==> src/rtl/du_seq_pkg.sv <==
// du_seq_pkg: shared definitions for the debug-unit sequencer.
//   - command encodings carried on i_cmd
//   - sequencer FSM state enum
//   - DUMP_MEM argument field layout ({count[15:0], base[15:0]})
package du_seq_pkg;

  localparam logic [2:0] CMD_LOAD      = 3'd0;
  localparam logic [2:0] CMD_RUN       = 3'd1;
  localparam logic [2:0] CMD_STEP      = 3'd2;
  localparam logic [2:0] CMD_DUMP_REGS = 3'd3;
  localparam logic [2:0] CMD_DUMP_MEM  = 3'd4;

  typedef enum logic [2:0] {
    S_IDLE,
    S_LOAD,
    S_RUN,
    S_STEP,
    S_DREQ,
    S_DWAIT,
    S_DOUT
  } state_e;

  localparam int DM_FIELD_W  = 16;
  localparam int DM_BASE_LSB = 0;
  localparam int DM_CNT_LSB  = 16;

endpackage

==> src/rtl/du_dump_out.sv <==
// du_dump_out: one-entry valid/ready output register for the dump port.
//   clk, rst       : clock, asynchronous active-high reset (clears valid and data)
//   load/load_data : capture a new word and raise valid (only issued while empty)
//   ready          : consumer accept; valid drops after valid&ready
//   valid/data     : registered dump outputs, data held stable while stalled
module du_dump_out #(
  parameter int W = 32
) (
  input  logic         clk,
  input  logic         rst,
  input  logic         load,
  input  logic [W-1:0] load_data,
  input  logic         ready,
  output logic         valid,
  output logic [W-1:0] data
);

  always_ff @(posedge clk or posedge rst) begin
    if (rst) begin
      valid <= 1'b0;
      data  <= '0;
    end else if (load) begin
      valid <= 1'b1;
      data  <= load_data;
    end else if (valid && ready) begin
      valid <= 1'b0;
    end
  end

endmodule

==> src/rtl/du_sequencer.sv <==
// du_sequencer: drives the PIPELINE debug interface. Loads a program into
// instruction memory, runs/single-steps the pipeline, and streams register
// file or data memory contents out over a valid/ready dump port.
// Ports:
//   i_clk, i_reset                 : clock, asynchronous active-high reset
//   i_cmd/i_cmd_arg/i_cmd_valid    : command in (LOAD, RUN, STEP, DUMP_REGS, DUMP_MEM)
//   o_cmd_ready                    : high only in IDLE
//   i_prog_data/valid, o_prog_ready: program word stream for LOAD
//   o_du_data, o_du_inst_addr_wr   : debug write data / read-write word address
//   o_du_write_en, o_du_read_en    : debug strobes
//   o_pipe_en                      : pipeline advance enable
//   i_du_halt                      : pipeline halted
//   i_du_regs_mem_data, i_du_mem_data : debug read data (regfile / data memory)
//   o_dump_data/valid, i_dump_ready: dump stream
//   o_busy, o_timeout, o_err       : status (timeout/err sticky until next accepted command)
// Optional: DU_SEQUENCER_CYCLE_COUNT_EN appends the enabled-cycle count as an
// extra dump word after RUN and exposes it on o_cycle_count.
module du_sequencer
  import du_seq_pkg::*;
#(
  parameter int DATA_W     = 32,
  parameter int ADDR_W     = 32,
  parameter int IMEM_DEPTH = 256,
  parameter int NUM_REGS   = 32,
  parameter int MAX_CYCLES = 1024,
  parameter int READ_LAT   = 1
) (
  input  logic              i_clk,
  input  logic              i_reset,
  input  logic [2:0]        i_cmd,
  input  logic [ADDR_W-1:0] i_cmd_arg,
  input  logic              i_cmd_valid,
  output logic              o_cmd_ready,
  input  logic [DATA_W-1:0] i_prog_data,
  input  logic              i_prog_valid,
  output logic              o_prog_ready,
  output logic [DATA_W-1:0] o_du_data,
  output logic [ADDR_W-1:0] o_du_inst_addr_wr,
  output logic              o_du_write_en,
  output logic              o_du_read_en,
  output logic              o_pipe_en,
  input  logic              i_du_halt,
  input  logic [DATA_W-1:0] i_du_regs_mem_data,
  input  logic [DATA_W-1:0] i_du_mem_data,
  output logic [DATA_W-1:0] o_dump_data,
  output logic              o_dump_valid,
  input  logic              i_dump_ready,
  output logic              o_busy,
  output logic              o_timeout,
  output logic              o_err
`ifdef DU_SEQUENCER_CYCLE_COUNT_EN
  ,
  output logic [DATA_W-1:0] o_cycle_count
`endif
);

  localparam int CW = $clog2(MAX_CYCLES + 1);
  localparam int LW = $clog2(READ_LAT + 1);

  state_e            state;
  logic [ADDR_W-1:0] cnt, idx, base;
  logic              src_mem;   // dump source: 0 regfile, 1 data memory
  logic [CW-1:0]     cyc;       // enabled cycles completed before the current one
  logic [LW-1:0]     wcnt;
`ifdef DU_SEQUENCER_CYCLE_COUNT_EN
  logic              run_dump;  // DOUT is carrying the RUN cycle-count word
`endif

  logic              cmd_acc, cmd_ok, prog_acc, dump_hs;
  logic              last_idx, dump_last, wait_done, run_stop;
  logic [ADDR_W-1:0] idx_nxt, dm_base, dm_cnt;
  logic [CW-1:0]     run_total;
  logic              dload;
  logic [DATA_W-1:0] dload_data;

  always_comb begin
    cmd_acc   = i_cmd_valid && o_cmd_ready;
    prog_acc  = i_prog_valid && o_prog_ready;
    dump_hs   = o_dump_valid && i_dump_ready;
    dm_base   = ADDR_W'(i_cmd_arg[DM_BASE_LSB +: DM_FIELD_W]);
    dm_cnt    = ADDR_W'(i_cmd_arg[DM_CNT_LSB +: DM_FIELD_W]);
    idx_nxt   = idx + ADDR_W'(1);
    last_idx  = (idx == cnt - ADDR_W'(1));
    dump_last = last_idx;
`ifdef DU_SEQUENCER_CYCLE_COUNT_EN
    dump_last = last_idx || run_dump;
`endif
    wait_done = (state == S_DWAIT) && (wcnt == LW'(READ_LAT));
    // pipe_en low inside RUN only happens when halt was already up at entry
    run_total = cyc + CW'(o_pipe_en);
    run_stop  = (state == S_RUN) &&
                (!o_pipe_en || i_du_halt || run_total == CW'(MAX_CYCLES));
    case (i_cmd)
      CMD_LOAD:      cmd_ok = (i_cmd_arg != '0) && (i_cmd_arg <= ADDR_W'(IMEM_DEPTH));
      CMD_RUN,
      CMD_STEP,
      CMD_DUMP_REGS: cmd_ok = 1'b1;
      CMD_DUMP_MEM:  cmd_ok = (dm_cnt != '0);
      default:       cmd_ok = 1'b0;
    endcase
    dload      = wait_done;
    dload_data = src_mem ? i_du_mem_data : i_du_regs_mem_data;
`ifdef DU_SEQUENCER_CYCLE_COUNT_EN
    if (run_stop) begin
      dload      = 1'b1;
      dload_data = DATA_W'(run_total);
    end
`endif
  end

  du_dump_out #(.W(DATA_W)) u_dump_out (
    .clk       (i_clk),
    .rst       (i_reset),
    .load      (dload),
    .load_data (dload_data),
    .ready     (i_dump_ready),
    .valid     (o_dump_valid),
    .data      (o_dump_data)
  );

  always_ff @(posedge i_clk or posedge i_reset) begin
    if (i_reset) begin
      state             <= S_IDLE;
      cnt               <= '0;
      idx               <= '0;
      base              <= '0;
      src_mem           <= 1'b0;
      cyc               <= '0;
      wcnt              <= '0;
      o_cmd_ready       <= 1'b0;
      o_prog_ready      <= 1'b0;
      o_du_data         <= '0;
      o_du_inst_addr_wr <= '0;
      o_du_write_en     <= 1'b0;
      o_du_read_en      <= 1'b0;
      o_pipe_en         <= 1'b0;
      o_busy            <= 1'b0;
      o_timeout         <= 1'b0;
      o_err             <= 1'b0;
`ifdef DU_SEQUENCER_CYCLE_COUNT_EN
      run_dump          <= 1'b0;
      o_cycle_count     <= '0;
`endif
    end else begin
      o_du_write_en <= 1'b0;
      o_du_read_en  <= 1'b0;
      case (state)
        S_IDLE: begin
          o_cmd_ready <= 1'b1;
          if (cmd_acc) begin
            o_timeout <= 1'b0;
            o_err     <= !cmd_ok;
            if (cmd_ok) begin
              o_cmd_ready <= 1'b0;
              o_busy      <= 1'b1;
              case (i_cmd)
                CMD_LOAD: begin
                  state        <= S_LOAD;
                  cnt          <= i_cmd_arg;
                  idx          <= '0;
                  o_prog_ready <= 1'b1;
                end
                CMD_RUN: begin
                  state     <= S_RUN;
                  cyc       <= '0;
                  o_pipe_en <= !i_du_halt;
                end
                CMD_STEP: begin
                  state     <= S_STEP;
                  o_pipe_en <= 1'b1;
                end
                CMD_DUMP_REGS: begin
                  state             <= S_DREQ;
                  base              <= '0;
                  cnt               <= ADDR_W'(NUM_REGS);
                  idx               <= '0;
                  src_mem           <= 1'b0;
                  o_du_read_en      <= 1'b1;
                  o_du_inst_addr_wr <= '0;
                end
                default: begin  // CMD_DUMP_MEM (only legal remaining)
                  state             <= S_DREQ;
                  base              <= dm_base;
                  cnt               <= dm_cnt;
                  idx               <= '0;
                  src_mem           <= 1'b1;
                  o_du_read_en      <= 1'b1;
                  o_du_inst_addr_wr <= dm_base;
                end
              endcase
            end
          end
        end
        S_LOAD: begin
          if (prog_acc) begin
            o_du_write_en     <= 1'b1;
            o_du_data         <= i_prog_data;
            o_du_inst_addr_wr <= idx;
            idx               <= idx_nxt;
            if (last_idx) begin
              state        <= S_IDLE;
              o_prog_ready <= 1'b0;
              o_cmd_ready  <= 1'b1;
              o_busy       <= 1'b0;
            end
          end
        end
        S_RUN: begin
          if (run_stop) begin
            o_pipe_en <= 1'b0;
            o_timeout <= o_pipe_en && !i_du_halt;
`ifdef DU_SEQUENCER_CYCLE_COUNT_EN
            o_cycle_count <= DATA_W'(run_total);
            run_dump      <= 1'b1;
            state         <= S_DOUT;
`else
            state       <= S_IDLE;
            o_cmd_ready <= 1'b1;
            o_busy      <= 1'b0;
`endif
          end else begin
            cyc <= run_total;
          end
        end
        S_STEP: begin
          o_pipe_en   <= 1'b0;
          state       <= S_IDLE;
          o_cmd_ready <= 1'b1;
          o_busy      <= 1'b0;
        end
        S_DREQ: begin
          state <= S_DWAIT;
          wcnt  <= LW'(1);
        end
        S_DWAIT: begin
          if (wait_done) state <= S_DOUT;
          else           wcnt  <= wcnt + LW'(1);
        end
        S_DOUT: begin
          if (dump_hs) begin
            if (dump_last) begin
              state       <= S_IDLE;
              o_cmd_ready <= 1'b1;
              o_busy      <= 1'b0;
`ifdef DU_SEQUENCER_CYCLE_COUNT_EN
              run_dump    <= 1'b0;
`endif
            end else begin
              idx               <= idx_nxt;
              o_du_read_en      <= 1'b1;
              o_du_inst_addr_wr <= base + idx_nxt;
              state             <= S_DREQ;
            end
          end
        end
        default: state <= S_IDLE;
      endcase
    end
  end

endmodule

==> config.mk <==
export PLATFORM = sky130hd
export DESIGN_NAME = du_sequencer
export DESIGN_NICKNAME = d
export VERILOG_FILES = /design/src/rtl/du_seq_pkg.sv /design/src/rtl/du_dump_out.sv /design/src/rtl/du_sequencer.sv
export SDC_FILE = /design/constraint.sdc
export NUM_CORES = 1
export LEC_CHECK = 0
export CORE_MARGIN = 1.5
export CORE_UTILIZATION = 45
export CTS_CLUSTER_DIAMETER = 50
export DETAILED_ROUTE_END_ITERATION = 8
export GPL_ROUTABILITY_DRIVEN = 0
export PLACE_DENSITY_LB_ADDON = 0.05
export SYNTH_ARGS = -nofsm -noshare
export SYNTH_HDL_FRONTEND = slang
export SYNTH_SLANG_ARGS = --single-unit
==> constraint.sdc <==
create_clock -name i_clk -period 8.5 [get_ports i_clk]
set_clock_uncertainty 0.05 [all_clocks]
set_input_delay 0.85 -clock i_clk [delete_from_list [all_inputs] [get_ports i_clk]]
set_output_delay 0.85 -clock i_clk [all_outputs]
set_load 0.01 [all_outputs]
Yosys cells after proc, flatten, opt, wreduce, memory -nomap -nowiden
Index checks and enable logic that the tools add are counted.
{"block": "word_totals", "ram_bits": 0, "mem_count": 0, "output_inout_bits": 105, "ff_bits": 217, "rom_bits": 0, "word_cells": 166, "input_bits": 137, "latchBits": 0}
{"block": "classes", "shifts": 0, "multipliers": 0, "reduce_logical": 40, "bitwise": 2, "n_eq_ne": 27, "muxes": 72, "n_div": 0, "add_sub_neg": 5, "magnitude_cmp": 1}
{"op": "32-bit 2-to-1 mux", "count": 12}
{"op": "32-bit case mux with 3 select lines", "count": 3}
{"op": "32-bit case mux with 2 select lines", "count": 1}
{"op": "11-bit 2-to-1 mux", "count": 4}
{"op": "32-bit by 1-bit adder with 32-bit output, second input constant", "count": 1}
{"op": "32-bit adder", "count": 1}
{"op": "32-bit equality test", "count": 1}
{"op": "32-bit by 9-bit <= comparator with 1-bit output, second input constant", "count": 1}
{"op": "32-bit nonzero test", "count": 1}
{"op": "32-bit by 1-bit subtractor with 32-bit output, second input constant", "count": 1}
{"op": "1-bit 2-to-1 mux", "count": 31}
{"op": "3-bit 2-to-1 mux", "count": 8}
{"op": "2-bit != test, second input constant", "count": 12}
{"op": "11-bit case mux with 2 select lines", "count": 1}
{"op": "7-bit AND reduction", "count": 3}
{"op": "3-bit case mux with 6 select lines", "count": 1}
{"op": "16-bit nonzero test", "count": 1}
{"op": "3-bit by 2-bit equality test with 1-bit output, second input constant", "count": 4}
{"op": "3-bit equality test, second input constant", "count": 4}
{"op": "1-bit case mux with 2 select lines", "count": 6}
{"op": "4-bit AND reduction", "count": 3}
{"op": "6-bit AND reduction", "count": 2}
{"op": "11-bit by 1-bit adder with 11-bit output", "count": 1}
{"op": "11-bit equality test, second input constant", "count": 1}
{"op": "other kinds (20)", "count": 43}

Depth between registers and ports, before layout
Gate-level depths: netlist of the first run.
{"block": "logic_depth", "depth_word": 6, "depth_mapped": 17, "ltp_nobuf": 15}

Modules after synthesis
Synthesis of the first run repeated with hierarchy kept, for this count alone.
{"block": "hier_totals", "hier_cells": 1279, "hier_area_um2": 12376.9}
{"mod": "du_sequencer", "cells_each": 1207, "area_per_inst_um2": 10995.5, "instances": 1, "seq_area_each_um2": 4204.0}
{"mod": "du_dump_out", "cells_each": 72, "area_per_inst_um2": 1381.3, "instances": 1, "seq_area_each_um2": 825.8}

Worst setup path after synthesis of the first run
OpenSTA, ideal clock, no wires.
{"block": "synth_path", "kind": "register to register", "start": "register idx[0]", "end": "register o_du_inst_addr_wr[23]", "stages_incl_launch_ff": 18, "setup_slack_ns": 4.611, "arrival_time_ns": 3.759, "path_buffers": 2, "synth_period_minus_slack_ns": 3.889, "cell_sequence": "dfrtp_1 > ha_1 > clkbuf_1 > and4_1 > nand4_1 > nor2_1 > xor2_1 > ha_1 > clkbuf_1 > nor2_1 > a211oi_1 > a21oi_1 > a21o_1 > nor3_1 > o21ai_0 > or2_2 > mux2_2 > mux2i_1"}
{"block": "synth_between", "elab_chain_len": 5, "word_cells_on_any_way": 8, "classes_between": "add/sub: 2; eq/ne: 2; mux: 3; reduce/logical: 1"}
{"element": "start: declaration", "line": "du_sequencer.sv:61", "text": "logic [ADDR_W-1:0] cnt, idx, base;"}
{"element": "start signal: assignment", "line": "du_sequencer.sv:199", "text": "idx <= idx_nxt;"}
{"element": "start signal: assignment", "line": "du_sequencer.sv:249", "text": "idx <= idx_nxt;"}
{"element": "32-bit by 1-bit adder with 32-bit output", "line": "du_sequencer.sv:82", "text": "idx_nxt = idx + ADDR_W'(1);"}
{"element": "32-bit adder", "line": "du_sequencer.sv:251", "text": "o_du_inst_addr_wr <= base + idx_nxt;"}
{"element": "32-bit 2-to-1 mux", "line": "du_sequencer.sv:241", "text": "if (dump_last) begin"}
{"element": "32-bit 2-to-1 mux", "line": "du_sequencer.sv:240", "text": "if (dump_hs) begin"}
{"element": "32-bit case mux with 3 select lines", "line": "du_sequencer.sv:147", "text": "case (state)"}
{"element": "end signal: assignment", "line": "du_sequencer.sv:188", "text": "o_du_inst_addr_wr <= dm_base;"}
{"element": "end signal: assignment", "line": "du_sequencer.sv:198", "text": "o_du_inst_addr_wr <= idx;"}
{"element": "end signal: assignment", "line": "du_sequencer.sv:251"}
{"element": "end: declaration", "line": "du_sequencer.sv:38", "text": "output logic [ADDR_W-1:0] o_du_inst_addr_wr,"}
Several ways; a longest one is shown, not always the timed one. The select of a mux whose other input is x is not followed.
A chain may end at the register's enable or synchronous reset.

Final worst setup path of the first run
{"block": "layout_path", "start": "register cnt[2]", "end": "register o_du_inst_addr_wr[22]"}
{"block": "layout_between", "elab_chain_len": 4}
{"element": "start: declaration", "line": "du_sequencer.sv:61"}
{"element": "start signal: assignment", "line": "du_sequencer.sv:159", "text": "cnt <= i_cmd_arg;"}
{"element": "start signal: assignment", "line": "du_sequencer.sv:175", "text": "cnt <= ADDR_W'(NUM_REGS);"}
{"element": "start signal: assignment", "line": "du_sequencer.sv:184", "text": "cnt <= dm_cnt;"}
{"element": "32-bit by 1-bit subtractor with 32-bit output", "line": "du_sequencer.sv:83", "text": "last_idx = (idx == cnt - ADDR_W'(1));"}
{"element": "32-bit equality test", "line": "du_sequencer.sv:83"}
{"element": "2-bit != test (no line)"}
{"element": "7-bit AND reduction (no line)"}
No other way between the ends.

==> impl_metrics.csv, run 1 <==
group,metric,value,unit
sta,setup-violations-final,0,
hold_path,hold_start,"u_dump_out.data[19]",
sta,maxSlewHeadroom,13.6,%
critical_path,r2r-start,"cnt[2]",
sta,worst_pin_slew,1290,ps
sta,hold_viol_final,0,
drt,viasPerCell,5.96,
placed_design,port_buffers,241,
yosys,yosys_register_bits,201,
drt,totalWireLength,38400,um
yosys,syn_nets,1470,
power,power_density,298,mW/mm^2
flow_run,max-cap-violations,0,
grt,grt_pass1_vias,10872,
drt,wl_per_cell,20.5,um
yosys,syn_area,0.0123,mm^2
die,die_w,168,um
clock_network,clk_latency,570,ps
power,p_leak,6.95,nW
die,num_rows,60,
clock_network,cts.htree.levels,1,
critical_path,r2r-end,"o_du_inst_addr_wr[22]",
clock_network,clk_pin_slew,60,ps
drt,firstDrtPassIters,8,
grt,grt_usage,27.3,%
drt,drt-initial-drc-count,1014,
yosys,avgSynthCellArea,9.35,um^2
sta,final-max-slew-violation-count,0,
yosys,synthArstFlopShare,100,%
yosys,synth_common_cells,"dfrtp_1 (201), nand2_1 (121), o21ai_0 (101), clkbuf_1 (77), nor2_1 (68)",
clock_network,cts_tree,"done",
cells_and_area,synthToLayoutAreaGrowth,29.8,%
cells_and_area,diodes,0,
die,die_area,0.0283,mm^2
critical_path,cp.arrival,5230,ps
critical_path,r2r_setup_slack,3670,ps
yosys,synthTopCellsByArea,"dfrtp_1 (41%), mux2i_1 (4.7%), o21ai_0 (4.1%)",
critical_path,crit_type,"reg2reg",
sta,min_period,4830,ps
clock_network,cts-resized-gates,0,
clock_network,cts_buffers,31,
clock_network,hold_buffers,0,
die,core,0.0269,mm^2
die,die_h,168,um
critical_path,startpoint_type,"flop",
clock_network,cts.sinks,201,
yosys,yosysSeqAreaShare,41.0,%
drt,ant_nets,0,
drt,drc,0,
critical_path,cp-end-kind,"flop",
placed_design,dp_hpwl,28100,um
placed_design,dpl_cell_area,0.0148,mm^2
grt,antenna_found_initial,0,
sta,finalSetupTns,0,ps
hold_path,hold_path_end,"u_dump_out.data[19]",
sta,fin_crit_sh,56.8,%
critical_path,reg2reg_depth,9,
yosys,ys.flop_type,"dfrtp_1",
power,ir_drop,0.203,mV
hold_path,hp-class,"reg2reg",
critical_path,crit_fanout,32,
cells_and_area,nFillCells,2405,
clock_network,cts_setup_buffers,0,
cells_and_area,layout-drive-gt1-share,9.01,%
cells_and_area,fin_nets,1666,
critical_path,critical_path_required,8900,ps
yosys,synth-edff-count,0,
yosys,synth_top_area_share,41.0,%
yosys,ys_types,80,
yosys,synthCells,1312,
clock_network,clockBufferDepth,3,
drt,vias,11169,
hold_path,worstHoldPathCells,2,
yosys,synth_most_common_cell,"dfrtp_1",
yosys,yosys.area.top_type,"dfrtp_1",
sta,rsz0062_at_grt,"no",
die,start_util,45.7,%
die,io_pins,242,
clock_network,ctsRootBufferMaster,"clkbuf_16",
sta,clock.fmax,207,MHz
grt,grt_remaining_overflow,0,
run_status,status,"complete, no violations",
cells_and_area,fin_area,0.0159,mm^2
yosys,ys_warn_count,0,
grt,grt_max_degree,129,
grt,grt_pass1_wl,61100,um
## flip-flops by register name, indices dropped and copies added, names as in the netlist
signal / flops
cnt: 32
o_prog_ready: 1
o_du_data: 32
o_timeout: 1
wcnt: 1
state: 3
u_dump_out.valid: 1
base: 16
cyc: 11
o_du_read_en: 1
u_dump_out.data: 32
o_du_inst_addr_wr: 32
src_mem: 1
o_du_write_en: 1
idx: 32
o_cmd_ready: 1
o_busy: 1
o_err: 1
o_pipe_en: 1
## where the power goes
group	internal (mW)	total, mW	switching [mW]
sequential	1.23	1.50	0.273
clock	0.838	1.32	0.487
combinational	0.892	1.92	1.02
total	2.96	4.74	1.78
## metal layers
metal  vias to the layer above  part of all wire (%)  GRT usage (%)  wire (um)
met2                       457                    47           45.5      18000
met4                         0                   2.6           7.22        986
met5                         -                     0              0          0
met3                        72                   8.3           6.25       3200
li1                       5259                     -              -          -
met1                      5381                    42           35.8      16200
## critical path, stage by stage (launching register included)
cell	delay (ps)
dfrtp_1	470
nor4_4	550
nand4_2	290
or3_1	400
and3_1	200
a2111oi_0	520
nand4_1	240
o21ai_2	640
a21o_2	930
mux2_2	420
## metrics by stage
stage	power (mW)	worst slack [ps]	hold slack [ps]	utilization, %	cells
floorplan	2.64	2120	399	-	1312
global placement	3.40	3520	410	55.2	1816
detailed placement	3.42	3420	419	55.2	1816
CTS	4.77	3660	432	59.3	1873
global route	5.03	3340	452	59.3	1873
finish	4.74	3670	425	59.3	1873
## layout make-up
cell class | instances | area [um^2] | share of cell area [%]
inverters | 48 | 188 | 1.18
repair buffers | 253 | 2500 | 15.7
clock inverters | 19 | 239 | 1.50
well taps | 341 | 427 | 2.68
flip-flops and latches | 201 | 5030 | 31.6
clock buffers | 38 | 852 | 5.35
multi-input cells | 973 | 6690 | 42.0
## cell usage in the layout (no fill, tap or decap), drive strengths merged, types with 32 or more instances in the layout
master	netlist	final
clkdlybuf4s50	0	241
dfrtp	201	201
nand2	121	121
o21ai	103	103
nor2	68	68
mux2i	58	58
mux2	53	53
inv	48	52
xnor2	46	46
a21oi	43	43
clkbuf	78	38
nor3	37	37
nand3	32	32
## kinds of logic after synthesis
kind of cell / after synthesis / share of synthesized area (%)
simple gates: 429 / 18.1
compound gates: 336 / 19.1
flops: 201 / 41.0
buf+inv: 138 / 4.65
mux: 111 / 9.60
xor+xnor: 76 / 5.43
fa+ha+maj: 21 / 2.20
## worst max path at each step
stage                     slack [ps]  startpoint                    end  cells after the start
after global routing            3340      cnt[2]  o_du_inst_addr_wr[20]                      9
after floorplan                 2120     i_reset                base[0]                      1
after detailed placement        3420    i_cmd[2]  o_du_inst_addr_wr[22]                      9
after CTS                       3660      cnt[2]   o_du_inst_addr_wr[4]                      9
after global placement          3520    i_cmd[2]  o_du_inst_addr_wr[22]                      9
final                           3670      cnt[2]  o_du_inst_addr_wr[22]                      9
Note: power is estimated with default switching activity, not from simulation.
==> run 2: changes to the inputs <==
clock period = 4.3 ns   (was 8.5 ns; I/O delays follow)
==> impl_metrics.csv, run 2 (synthesized netlist as in run 1, its figures left out) <==
group,metric,value,unit
run_status,status,"complete, no violations",
clock_network,clockBufferDepth,3,
critical_path,cp-end-kind,"flop",
cells_and_area,stdcell_count,1919,
power,p_leak,7.12,nW
grt,grt_use_met1,37.0,%
clock_network,clk_latency,550,ps
cells_and_area,fin_nets,1712,
clock_network,ctsRootBufferMaster,"clkbuf_16",
placed_design,dp_hpwl,30500,um
hold_path,hp-class,"in2async",
critical_path,r2r_setup_slack,320,ps
sta,fin_crit_sh,92.5,%
sta,maxSlewHeadroom,21.5,%
cells_and_area,layout-drive-gt1-share,11.8,%
cells_and_area,final_common_cell,"clkdlybuf4s50_1",
clock_network,cts_tree,"done",
die,start_util,45.7,%
critical_path,crit_type,"reg2reg",
grt,gr-max-usage-layer,"met2",
placed_design,dpl_cell_area,0.0152,mm^2
critical_path,cp.depth,14,
die,core,0.0269,mm^2
placed_design,port_buffers,241,
grt,use_met2,48.3,%
critical_path,reg2reg_depth,14,
critical_path,cp_num_buf_inv,1,
sta,clock.fmax,251,MHz
sta,finalSetupTns,0,ps
grt,grt_pass1_vias,11433,
grt,grt_usage,28.7,%
sta,hold_viol_final,0,
clock_network,cts_buffers,29,
clock_network,hold_buffers,0,
die,num_rows,60,
grt,grt_remaining_overflow,0,
critical_path,slowest_delay,570,ps
critical_path,r2r-start,"idx[1]",
flow_run,max-cap-violations,0,
grt,grt_max_degree,66,
die,die_area,0.0283,mm^2
drt,viasPerCell,5.97,
critical_path,crit_path_end,"o_du_inst_addr_wr[25]",
drt,vias,11461,
drt,wl_per_cell,21.0,um
drt,ant_nets,0,
clock_network,cts.sinks,201,
die,die_w,168,um
drt,drt-initial-drc-count,1090,
cells_and_area,final_cell_mix,"clkdlybuf4s50_1 (241), dfrtp_1 (198), nand2_1 (121), o21ai_0 (101), nor2_1 (67)",
critical_path,cp_slowest_cell,"or4_1",
placed_design,dp.cells,1862,
power,power_density,577,mW/mm^2
grt,antenna_found_initial,0,
clock_network,clk_pin_slew,60,ps
critical_path,cp.arrival,4350,ps
cells_and_area,synthToLayoutAreaGrowth,32.2,%
critical_path,crit_chain,"ha_1, buf_4, nand4_1, nor3_1, xor2_1, ha_1, a21oi_1, o21ai_0, nor3_1, a21o_1, or4_1, a31oi_1, o21ai_0, mux2_1",
drt,totalWireLength,40400,um
grt,globalRouteMet3Util,6.93,%
sta,worst_pin_slew,1170,ps
critical_path,crit_family,"simple AND/OR/NAND/NOR gates",
critical_path,crit_fanout,11,
drt,drc,0,
critical_path,startpoint_type,"flop",
sta,rsz0062_at_grt,"no",
power,power,9.35,mW
sta,final-max-slew-violation-count,0,
power,ir_drop,0.352,mV
cells_and_area,fin_area,0.0162,mm^2
critical_path,r2r-end,"o_du_inst_addr_wr[25]",
die,io_pins,242,
grt,grt_pass1_wl,64100,um
critical_path,critical_path_required,4670,ps
clock_network,cts.htree.levels,1,
sta,min_period,3980,ps
die,die_h,168,um
sta,setup-violations-final,0,
drt,firstDrtPassIters,8,
critical_path,cp-startpoint,"idx[1]",
==> run 2: where the power goes <==
group          total [mW]  switching [mW]  internal [mW]  leakage (nW)
Clock                2.36           0.931           1.43         0.463
Sequential           2.93           0.506           2.42          2.64
Combinational        4.06            2.15           1.91          4.01
Total                9.35            3.59           5.76          7.12
==> run 2: how the worst min path moves through the flow <==
stage                        start                   to  slack (ps)  cells after the start
2_1_floorplan                 wcnt                 wcnt         400                      1
3_3_place_gp   u_dump_out.data[11]  u_dump_out.data[11]         410                      2
3_5_place_dp    u_dump_out.data[7]   u_dump_out.data[7]         420                      2
4_1_cts                    i_reset         o_du_data[4]         390                      2
5_1_grt             i_prog_data[2]         o_du_data[2]         440                      2
6_report                   i_reset         o_du_data[3]         380                      2
==> run 2: layout make-up <==
| cell class | count | area [um^2] |
|---|---|---|
| clock inverters | 16 | 174 |
| fillers | 2413 | 10700 |
| diodes | 1 | 2.50 |
| flip-flops and latches | 201 | 5030 |
| well taps | 341 | 427 |
| inverters | 48 | 184 |
| multi-input cells | 973 | 6710 |
| clock buffers | 38 | 790 |
| repair buffers | 301 | 2900 |
==> run 2: routing by layer <==
| layer | up-vias | wire, um |
|---|---|---|
| met5 | - | 0 |
| met4 | 0 | 997 |
| met3 | 73 | 3540 |
| met2 | 471 | 19600 |
| met1 | 5554 | 16300 |
| li1 | 5363 | - |
==> run 2: what timing repair did <==
action,CTS,global route
endpoints found under the setup margin,0,10
buffers inserted,0,2
gates resized for setup,0,7
==> run 2: stage by stage <==
| step | utilization, % | worst slack (ps) | hold slack [ps] |
|---|---|---|---|
| after CTS | 60.2 | 217 | 394 |
| after floorplan | - | 411 | 399 |
| after detailed placement | 56.6 | 245 | 419 |
| after global placement | 56.6 | 342 | 412 |
| final | 60.4 | 321 | 380 |
| after global routing | 60.3 | 15.3 | 441 |
==> run 3: changes to the inputs <==
SLEW_MARGIN = 5   (was default)
==> results of run 3 <==
Final layout, timing and power as in run 2 (identical DEF).
